### config.mk
export PLATFORM = sky130hd
export DESIGN_NAME = dmem_bridge
export DESIGN_NICKNAME = d
export VERILOG_FILES = /design/src/rtl/dmem_bridge_pkg.sv /design/src/rtl/dmem_lane_steer.sv /design/src/rtl/dmem_bridge.sv
export SDC_FILE = /design/constraint.sdc
export NUM_CORES = 1
export LEC_CHECK = 0
export BUFFER_PORTS_ARGS = -buffer_cell sky130_fd_sc_hd__buf_2
export CAP_MARGIN = 20
export CELL_PAD_IN_SITES_DETAIL_PLACEMENT = 1
export CELL_PAD_IN_SITES_GLOBAL_PLACEMENT = 1
export CORE_ASPECT_RATIO = 1.75
export CORE_MARGIN = 4
export CORE_UTILIZATION = 25
export DETAILED_ROUTE_END_ITERATION = 8
export GPL_ROUTABILITY_DRIVEN = 0
export PLACE_DENSITY_LB_ADDON = 0.1
export SYNTH_ARGS = -nofsm -noshare
export SYNTH_HDL_FRONTEND = slang
export SYNTH_SLANG_ARGS = --single-unit
### constraint.sdc
create_clock -name clk -period 3.5 [get_ports clk]
set_clock_uncertainty 0.05 [all_clocks]
set_input_delay 0.35 -clock clk [delete_from_list [all_inputs] [get_ports clk]]
set_output_delay 0.35 -clock clk [all_outputs]
set_load 0.01 [all_outputs]
### src/rtl/dmem_bridge_pkg.sv
`default_nettype none
// dmem_bridge_pkg: bridge FSM state type, access-size encodings and byte-offset helpers.
package dmem_bridge_pkg;

  typedef enum logic {BR_IDLE = 1'b0, BR_BUSY = 1'b1} bridge_state_t;

  localparam logic [2:0] MEM_BYTE         = 3'b000;
  localparam logic [2:0] MEM_HALF         = 3'b001;
  localparam logic [2:0] MEM_WORD         = 3'b010;
  localparam int         MEM_UNSIGNED_BIT = 2;

  // Half must sit on an even byte, word on offset 0; sizes 011/1xx behave as word.
  function automatic logic is_misaligned(input logic [2:0] size, input logic [1:0] off);
    logic mis;
    mis = 1'b0;
    case (size)
      MEM_BYTE: mis = 1'b0;
      MEM_HALF: mis = off[0];
      default:  mis = (off != 2'b00);
    endcase
    return mis;
  endfunction

  function automatic logic [1:0] align_offset(input logic [2:0] size, input logic [1:0] off);
    logic [1:0] res;
    res = 2'b00;
    case (size)
      MEM_BYTE: res = off;
      MEM_HALF: res = {off[1], 1'b0};
      MEM_WORD: res = 2'b00;
      default:  res = 2'b00;
    endcase
    return res;
  endfunction

endpackage
`default_nettype wire

### src/rtl/dmem_lane_steer.sv
`default_nettype none
// dmem_lane_steer: byte enables and lane-replicated store data for one access size/offset.
module dmem_lane_steer
  import dmem_bridge_pkg::*;
(
  input  logic [2:0]  size_i,
  input  logic [1:0]  offset_i,
  input  logic [31:0] wdata_i,
  output logic [3:0]  be_o,
  output logic [31:0] wdata_rep_o,
  output logic        misaligned_o
);

  logic [1:0] off_aligned;

  always_comb begin
    off_aligned  = align_offset(size_i, offset_i);
    misaligned_o = is_misaligned(size_i, offset_i);
    be_o         = 4'b1111;
    wdata_rep_o  = wdata_i;
    case (size_i)
      MEM_BYTE: begin
        be_o        = 4'b0001 << off_aligned;
        wdata_rep_o = {4{wdata_i[7:0]}};
      end
      MEM_HALF: begin
        be_o        = 4'b0011 << off_aligned;
        wdata_rep_o = {2{wdata_i[15:0]}};
      end
      default: ;
    endcase
  end

endmodule
`default_nettype wire

### src/rtl/dmem_bridge.sv
`default_nettype none
// dmem_bridge: registers core loads/stores into a req/ack word bus and stalls the pipe until ack.
// Optional DMEM_BRIDGE_MISALIGN_EN rejects misaligned accesses instead of masking the address.
module dmem_bridge
  import dmem_bridge_pkg::*;
#(
  parameter int unsigned ACK_TIMEOUT = 255,
  parameter logic [31:0] ERR_DATA    = 32'h0
) (
  input  logic        clk,
  input  logic        reset,
  input  logic [31:0] dmem_address,
  input  logic        dmem_enable,
  input  logic [31:0] dmem_write_data,
  input  logic        dmem_write_enable,
  input  logic [2:0]  dmem_write_mode,
  input  logic        dmem_read_enable,
  input  logic [2:0]  dmem_read_mode,
  output logic [31:0] dmem_read_data,
  output logic        dmem_wait,
  output logic        bus_req,
  output logic        bus_we,
  output logic [31:0] bus_addr,
  output logic [3:0]  bus_be,
  output logic [31:0] bus_wdata,
  input  logic        bus_ack,
  input  logic [31:0] bus_rdata,
`ifdef DMEM_BRIDGE_MISALIGN_EN
  output logic        misaligned,
`endif
  output logic        timeout
);

  localparam int unsigned CNT_W = (ACK_TIMEOUT < 2) ? 1 : $clog2(ACK_TIMEOUT + 1);
  localparam logic [CNT_W-1:0] CNT_MAX  = CNT_W'(ACK_TIMEOUT);
  localparam logic [CNT_W-1:0] CNT_LAST = CNT_W'(ACK_TIMEOUT - 1);

  bridge_state_t    state_q, state_d;
  logic             we_q, we_d;
  logic [31:0]      addr_q, addr_d;
  logic [3:0]       be_q, be_d;
  logic [31:0]      wdata_q, wdata_d;
  logic [1:0]       off_q, off_d;
  logic [CNT_W-1:0] cnt_q, cnt_d;
  logic [31:0]      rdata_q, rdata_d;
`ifdef DMEM_BRIDGE_MISALIGN_EN
  logic             mis_q, mis_d;
`endif

  logic        w_req;
  logic        w_is_wr;
  logic [2:0]  w_size;
  logic [1:0]  w_off;
  logic [3:0]  w_be;
  logic [31:0] w_wdata_rep;
  logic        w_mis;
  logic        w_abort;
  logic [31:0] w_rd_shift;

  // A store wins over a simultaneous load; the signedness bit of the load mode is the core's business.
  assign w_req   = dmem_enable && (dmem_read_enable || dmem_write_enable);
  assign w_is_wr = dmem_write_enable;
  assign w_size  = w_is_wr ? dmem_write_mode
                           : (dmem_read_mode & ~(3'b001 << MEM_UNSIGNED_BIT));

  dmem_lane_steer u_lane_steer (
    .size_i       (w_size),
    .offset_i     (dmem_address[1:0]),
    .wdata_i      (dmem_write_data),
    .be_o         (w_be),
    .wdata_rep_o  (w_wdata_rep),
    .misaligned_o (w_mis)
  );

`ifdef DMEM_BRIDGE_MISALIGN_EN
  assign w_off = dmem_address[1:0];
`else
  assign w_off = w_mis ? align_offset(w_size, dmem_address[1:0]) : dmem_address[1:0];
`endif

  assign w_abort    = (ACK_TIMEOUT != 0) && (state_q == BR_BUSY) && (cnt_q == CNT_LAST) && !bus_ack;
  assign w_rd_shift = bus_rdata >> {off_q, 3'b000};

  always_comb begin
    state_d = state_q;
    we_d    = we_q;
    addr_d  = addr_q;
    be_d    = be_q;
    wdata_d = wdata_q;
    off_d   = off_q;
    cnt_d   = cnt_q;
    rdata_d = rdata_q;
`ifdef DMEM_BRIDGE_MISALIGN_EN
    mis_d   = 1'b0;
`endif
    case (state_q)
      BR_IDLE: begin
        if (w_req) begin
`ifdef DMEM_BRIDGE_MISALIGN_EN
          if (w_mis) begin
            mis_d = 1'b1;
            if (!w_is_wr) rdata_d = ERR_DATA;
          end else
`endif
          begin
            state_d = BR_BUSY;
            we_d    = w_is_wr;
            addr_d  = {dmem_address[31:2], 2'b00};
            be_d    = w_is_wr ? w_be : 4'b1111;
            wdata_d = w_wdata_rep;
            off_d   = w_off;
            cnt_d   = '0;
          end
        end
      end
      BR_BUSY: begin
        if (bus_ack) begin
          state_d = BR_IDLE;
          if (!we_q) rdata_d = w_rd_shift;
        end else if (w_abort) begin
          state_d = BR_IDLE;
          if (!we_q) rdata_d = ERR_DATA;
        end else if (cnt_q != CNT_MAX) begin
          cnt_d = cnt_q + 1'b1;
        end
      end
      default: state_d = BR_IDLE;
    endcase
  end

  always_ff @(posedge clk or posedge reset) begin
    if (reset) begin
      state_q <= BR_IDLE;
      we_q    <= 1'b0;
      addr_q  <= '0;
      be_q    <= '0;
      wdata_q <= '0;
      off_q   <= '0;
      cnt_q   <= '0;
      rdata_q <= '0;
`ifdef DMEM_BRIDGE_MISALIGN_EN
      mis_q   <= 1'b0;
`endif
    end else begin
      state_q <= state_d;
      we_q    <= we_d;
      addr_q  <= addr_d;
      be_q    <= be_d;
      wdata_q <= wdata_d;
      off_q   <= off_d;
      cnt_q   <= cnt_d;
      rdata_q <= rdata_d;
`ifdef DMEM_BRIDGE_MISALIGN_EN
      mis_q   <= mis_d;
`endif
    end
  end

  assign bus_req        = (state_q == BR_BUSY);
  assign bus_we         = we_q;
  assign bus_addr       = addr_q;
  assign bus_be         = be_q;
  assign bus_wdata      = wdata_q;
  assign dmem_wait      = (state_q == BR_BUSY) && !bus_ack && !w_abort;
  assign timeout        = w_abort;
  assign dmem_read_data = ((state_q == BR_BUSY) && bus_ack && !we_q) ? w_rd_shift : rdata_q;
`ifdef DMEM_BRIDGE_MISALIGN_EN
  assign misaligned     = mis_q;
`endif

  // The core is frozen while dmem_wait is high, so it cannot present a new access then.
  a_no_req_while_stalled: assert property (@(posedge clk) disable iff (reset) dmem_wait |-> !w_req);

endmodule
`default_nettype wire

# Word level (Yosys, flattened, before mapping)
# Cells that the tools add are included.
# word_totals
reg_bits,110
latchBits,0
mem_bits_rw,0
romBits,0
input_bits,108
elab_cells,59
mem_count,0
# classes
addsub,1
n_mul,0
n_div,0
n_lt_le_gt_ge,0
n_eq_ne,7
shift,3
n_mux,21
bitwise_logic,2
reduce_logical,17
# ops
cell,n
32-bit two-way mux,5
32-bit one-hot mux with 2 select lines,1
8-bit two-way mux,4
32-bit by 5-bit >> shifter with 32-bit output,1
8-bit one-hot mux with 2 select lines,1
8-bit by 1-bit adder with 8-bit output (second input constant),1
8-bit == test (second input constant),1
8-bit inequality test (second input constant),1
4-bit one-hot mux with 2 select lines,1
1-bit logical AND,7
2-bit inequality test (second input constant),3
4-bit two-way mux,1
1-bit one-hot mux with 2 select lines,2
2-bit one-hot mux with 2 select lines,1
4-bit AND reduction,1
2-bit nonzero test,2
1-bit by 2-bit left shift with 4-bit output (first input constant),1
2-bit by 2-bit left shift with 4-bit output (first input constant),1
3-bit by 1-bit == test with 1-bit output (second input constant),1
1-bit zero test,3
3-bit zero test,1
1-bit two-way mux,3
3-bit two-way mux,1
3-bit AND reduction,1
5 further kinds,6

# Logic depth before layout (Yosys ltp)
# logic_depth
word_depth,6
depth_mapped,7

# Cells and area by module
# A second synthesis with hierarchy kept.
# unflattened
hier_cells,596
area_unflattened_um2,5629.1
# by_module_without_submodules
module,instances,cells_each,area_per_inst_um2,seq_area_each_um2
dmem_bridge,1,530,5104.9,2752.6
dmem_lane_steer,1,66,524.3,0.0

# Worst setup path before layout
# Ideal clock, no wire load.
# synth_timing
path_type,flip-flop to output port
start,register we_q (netlist: bus_we)
end,output port dmem_read_data[24]
t_arrival_ns,1.427
setup_slack_ns,1.673
stages_incl_launch_ff,7
path_cell_list,dfrtp_1 nand3b_1 or2_1 buf_2 nor2_8 buf_6 a22o_1
# synth_between
elab_chain_cells,3
# synth_rtl
element,line,text
start: declaration,dmem_bridge.sv:39,"logic we_q, we_d;"
start signal: assignment,dmem_bridge.sv:146,we_q <= we_d;
1-bit zero test,dmem_bridge.sv:166,assign dmem_read_data = ((state_q == BR_BUSY) && bus_ack && !we_q) ? w_rd_shift : rdata_q;
1-bit logical AND,dmem_bridge.sv:166,
32-bit two-way mux,dmem_bridge.sv:166,
end: declaration,dmem_bridge.sv:19,"output logic [31:0] dmem_read_data,"
# Every way passes these cells.

# Final worst setup path
# layout_timing
start,register off_q[1]
end,output port dmem_read_data[11]
# layout_between
elab_chain_cells,2
# layout_rtl
element,line,text
start: declaration,dmem_bridge.sv:43,"logic [1:0] off_q, off_d;"
start signal: assignment,dmem_bridge.sv:138,off_q <= '0;
start signal: assignment,dmem_bridge.sv:150,off_q <= off_d;
32-bit by 5-bit >> shifter with 32-bit output,dmem_bridge.sv:82,"assign w_rd_shift = bus_rdata >> {off_q, 3'b000};"
32-bit two-way mux,dmem_bridge.sv:166,
# Every way passes these cells.

==> impl_metrics.ini <==
[run_status]
outcome = finished clean

[floorplanning]
die-area_mm2 = 0.02385
core_mm2 = 0.02093
initial_utilization_pct = 25.51
chipHeight_um = 201.3
fp.dieW_um = 118.5
io_pins = 212
rows = 70

[drt]
drtIter0Drc = 218
wl_per_cell_um = 18.84
drc = 0
wl_um = 19110
dr.pass1.iters = 4
vias_per_cell = 4.818
dr_total_vias = 4885
drtAntennaViolNets = 0

[timing]
period_share_pct = 75.51
rsz0062_at_grt = false
drv_slew = 0
tightest_slew_ns = 0.9500
hold_viol_final = 0
max_freq_ghz = 0.3784
setup_tns_ns = 0
fin_ws_ns = 0.8573
max_slew_margin_pct = 36.67
period_needed_ns = 2.643
setup_viol_count_final = 0

[grt]
grt_pass1_wl_um = 29990
grt_start_max_net_pins = 74
grt_overflow = 0
grt_pass1_vias = 5363
grt_antenna_before_repair = 0
globalRouteTotalUtil_pct = 15.95

[clocking]
clock-sinks = 110
htreeDepth = 3
cts_buffers = 9
cts_root_buf = clkbuf_16
cts_tree = built
clk_pin_slew_worst_paths_ns = 0.08
cts_max_path_buffers = 2
clock_latency_ns = 0.36
cts_resized = 0
cts_setup_buffers = 0

[power]
peakVddDrop_mv = 0.2337
cellLeakagePower_uw = 0.003758
powerDensity_mw_per_mm2 = 625.5

[critical_path]
crit_required_ns = 3.10
max_stage_delay_ns = 0.69
worst_setup_path_start_kind = flop
path_depth = 5
r2r_slack_ns = 1.30
crit_arrival_ns = 2.24
path_class = reg2out
worstReg2RegStart = bus_req
cp_slowest_cell = nor2b_1
cp-end-kind = output port
cpLargestDelayFamily = simple AND/OR/NAND/NOR gates
crit_chain = nor2b_1 -> a2bb2oi_1 -> nor2_1 -> a21o_1 -> buf_2
ff2ff_path_depth = 5
startpoint = off_q[1]
critPathBufInv = 1
cp_max_fo = 12
r2r-end = bus_wdata[24]
endpoint = dmem_read_data[11]

[cells_and_area]
nNetsFinal = 867
area_growth_pct = 30.51
final_common_cell = buf_2
drive_gt1_share_pct = 32.68
diodes = 0
final_cell_mix = 208 x buf_2, 149 x nand2_1, 110 x dfrtp_1

[place]
port_buffers = 208
hpwl_um = 14460
pre_cts_ws_ns = 1.168

[yosys]
ys_seq_area_share_pct = 51.56
ys.flop_type = dfrtp_1
syn_area_mm2 = 0.005339
yosys_warnings = 0
synth_seq_cells = 110
syn_area_per_cell_um2 = 9.466
ys_types = 51
async_flop_share_pct = 100.0
syn_inst = 564
synth_edf_count = 0

[job]
drv_cap = 0

[min_path]
hp-class = in2reg
-- logic make-up after synthesis --
group	Yosys count	synth area share, %
AND/OR/NAND/NOR	226	18.37
other	1	0.07024
multiplexers	24	4.500
flip-flops	110	51.56
adder cells (fa/ha/maj)	2	0.4686
AO/OA/AOI/OAI	156	20.86
XOR/XNOR	2	0.3282
buffers and inverters	43	3.843
-- sequential cells by signal (all words and copies together) (netlist names) --
name	count
off_q	2
rdata_q	32
cnt_q	8
bus_req	1
bus_be	4
bus_we	1
bus_wdata	32
bus_addr	30
-- synth_stat cells (2+ instances only) --
cell type / number / area share, %
nand2_1: 149 / 10
dfrtp_1: 110 / 52
a21o_1: 50 / 7.0
nor2_1: 43 / 3.0
mux2i_1: 24 / 4.5
a22o_1: 19 / 3.1
o21ai_0: 19 / 1.8
buf_2: 17 / 1.6
a211oi_1: 16 / 2.2
a31oi_1: 15 / 1.8
clkbuf_1: 15 / 1.1
a21oi_1: 14 / 1.3
nor2b_1: 11 / 1.3
a2bb2oi_1: 8 / 1.3
inv_1: 5 / 0.35
buf_4: 4 / 0.56
o211ai_1: 3 / 0.42
o31ai_1: 3 / 0.42
ha_1: 2 / 0.47
nand3_1: 2 / 0.19
nor3_1: 2 / 0.19
o21a_1: 2 / 0.28
o21ai_1: 2 / 0.19
xor2_1: 2 / 0.33
-- power breakdown --
part	total, uW	internal (uW)	switching (uW)
sequential	1830	1620	205
combinational	1460	674	788
clock	1070	557	512
-- layer usage --
metal  up-vias  GRT usage [%]  share of wire (%)
li1       2317              -                  -
met1      2393          16.89                 37
met2       150          29.34                 54
met3        25          4.415                6.2
met4         0          6.755                2.9
met5         -              0                  0
-- metrics by stage --
stage / hold slack (ns) / util [%] / cell area [um2] / power, uW / std cells
2_1_floorplan: 0.4002 / - / 5343 / 2676 / 565
6_report: 0.1213 / 33.29 / 6968 / 4359 / 1014
4_1_cts: 0.1005 / 33.11 / 6930 / 4462 / 1012
5_1_grt: 0.1061 / 33.29 / 6968 / 4666 / 1014
3_5_place_dp: 0.4069 / 31.68 / 6631 / 3356 / 996
3_3_place_gp: 0.4060 / 31.55 / 6604 / 3308 / 995
-- repair_timing --
| item | in CTS | in global routing |
|---|---|---|
| endpoints found under the setup margin | 0 | 0 |
| endpoints found under the hold margin | 0 | 6 |
| hold buffers | 0 | 1 |
-- worst min-delay path, delay by kind of cell --
| family | cells | cell delay (ns) |
|---|---|---|
| simple gates | 2 | 0.09 |
| buf+inv | 1 | 0.07 |
-- how the worst min path moves through the flow --
stage / to / start / cells after the start
CTS: bus_addr[16] / dmem_address[16] / 3
floorplan: rdata_q[10] / rdata_q[10] / 1
global route: bus_addr[18] / dmem_address[18] / 3
detailed placement: bus_addr[16] / bus_addr[16] / 2
global placement: bus_addr[12] / bus_addr[12] / 2
finish: bus_addr[16] / dmem_address[16] / 3
-- final cells by class --
| cell class | count | area (um2) |
|---|---|---|
| clock buffers | 9 | 225.2 |
| clock inverters | 7 | 73.82 |
| fillers | 2514 | 13960 |
| inverters | 5 | 21.27 |
| multi-input cells | 412 | 2401 |
| flip-flops and latches | 110 | 2753 |
| well taps | 252 | 315.3 |
| repair buffers | 219 | 1179 |
Note: power is estimated with default switching activity, not from simulation.
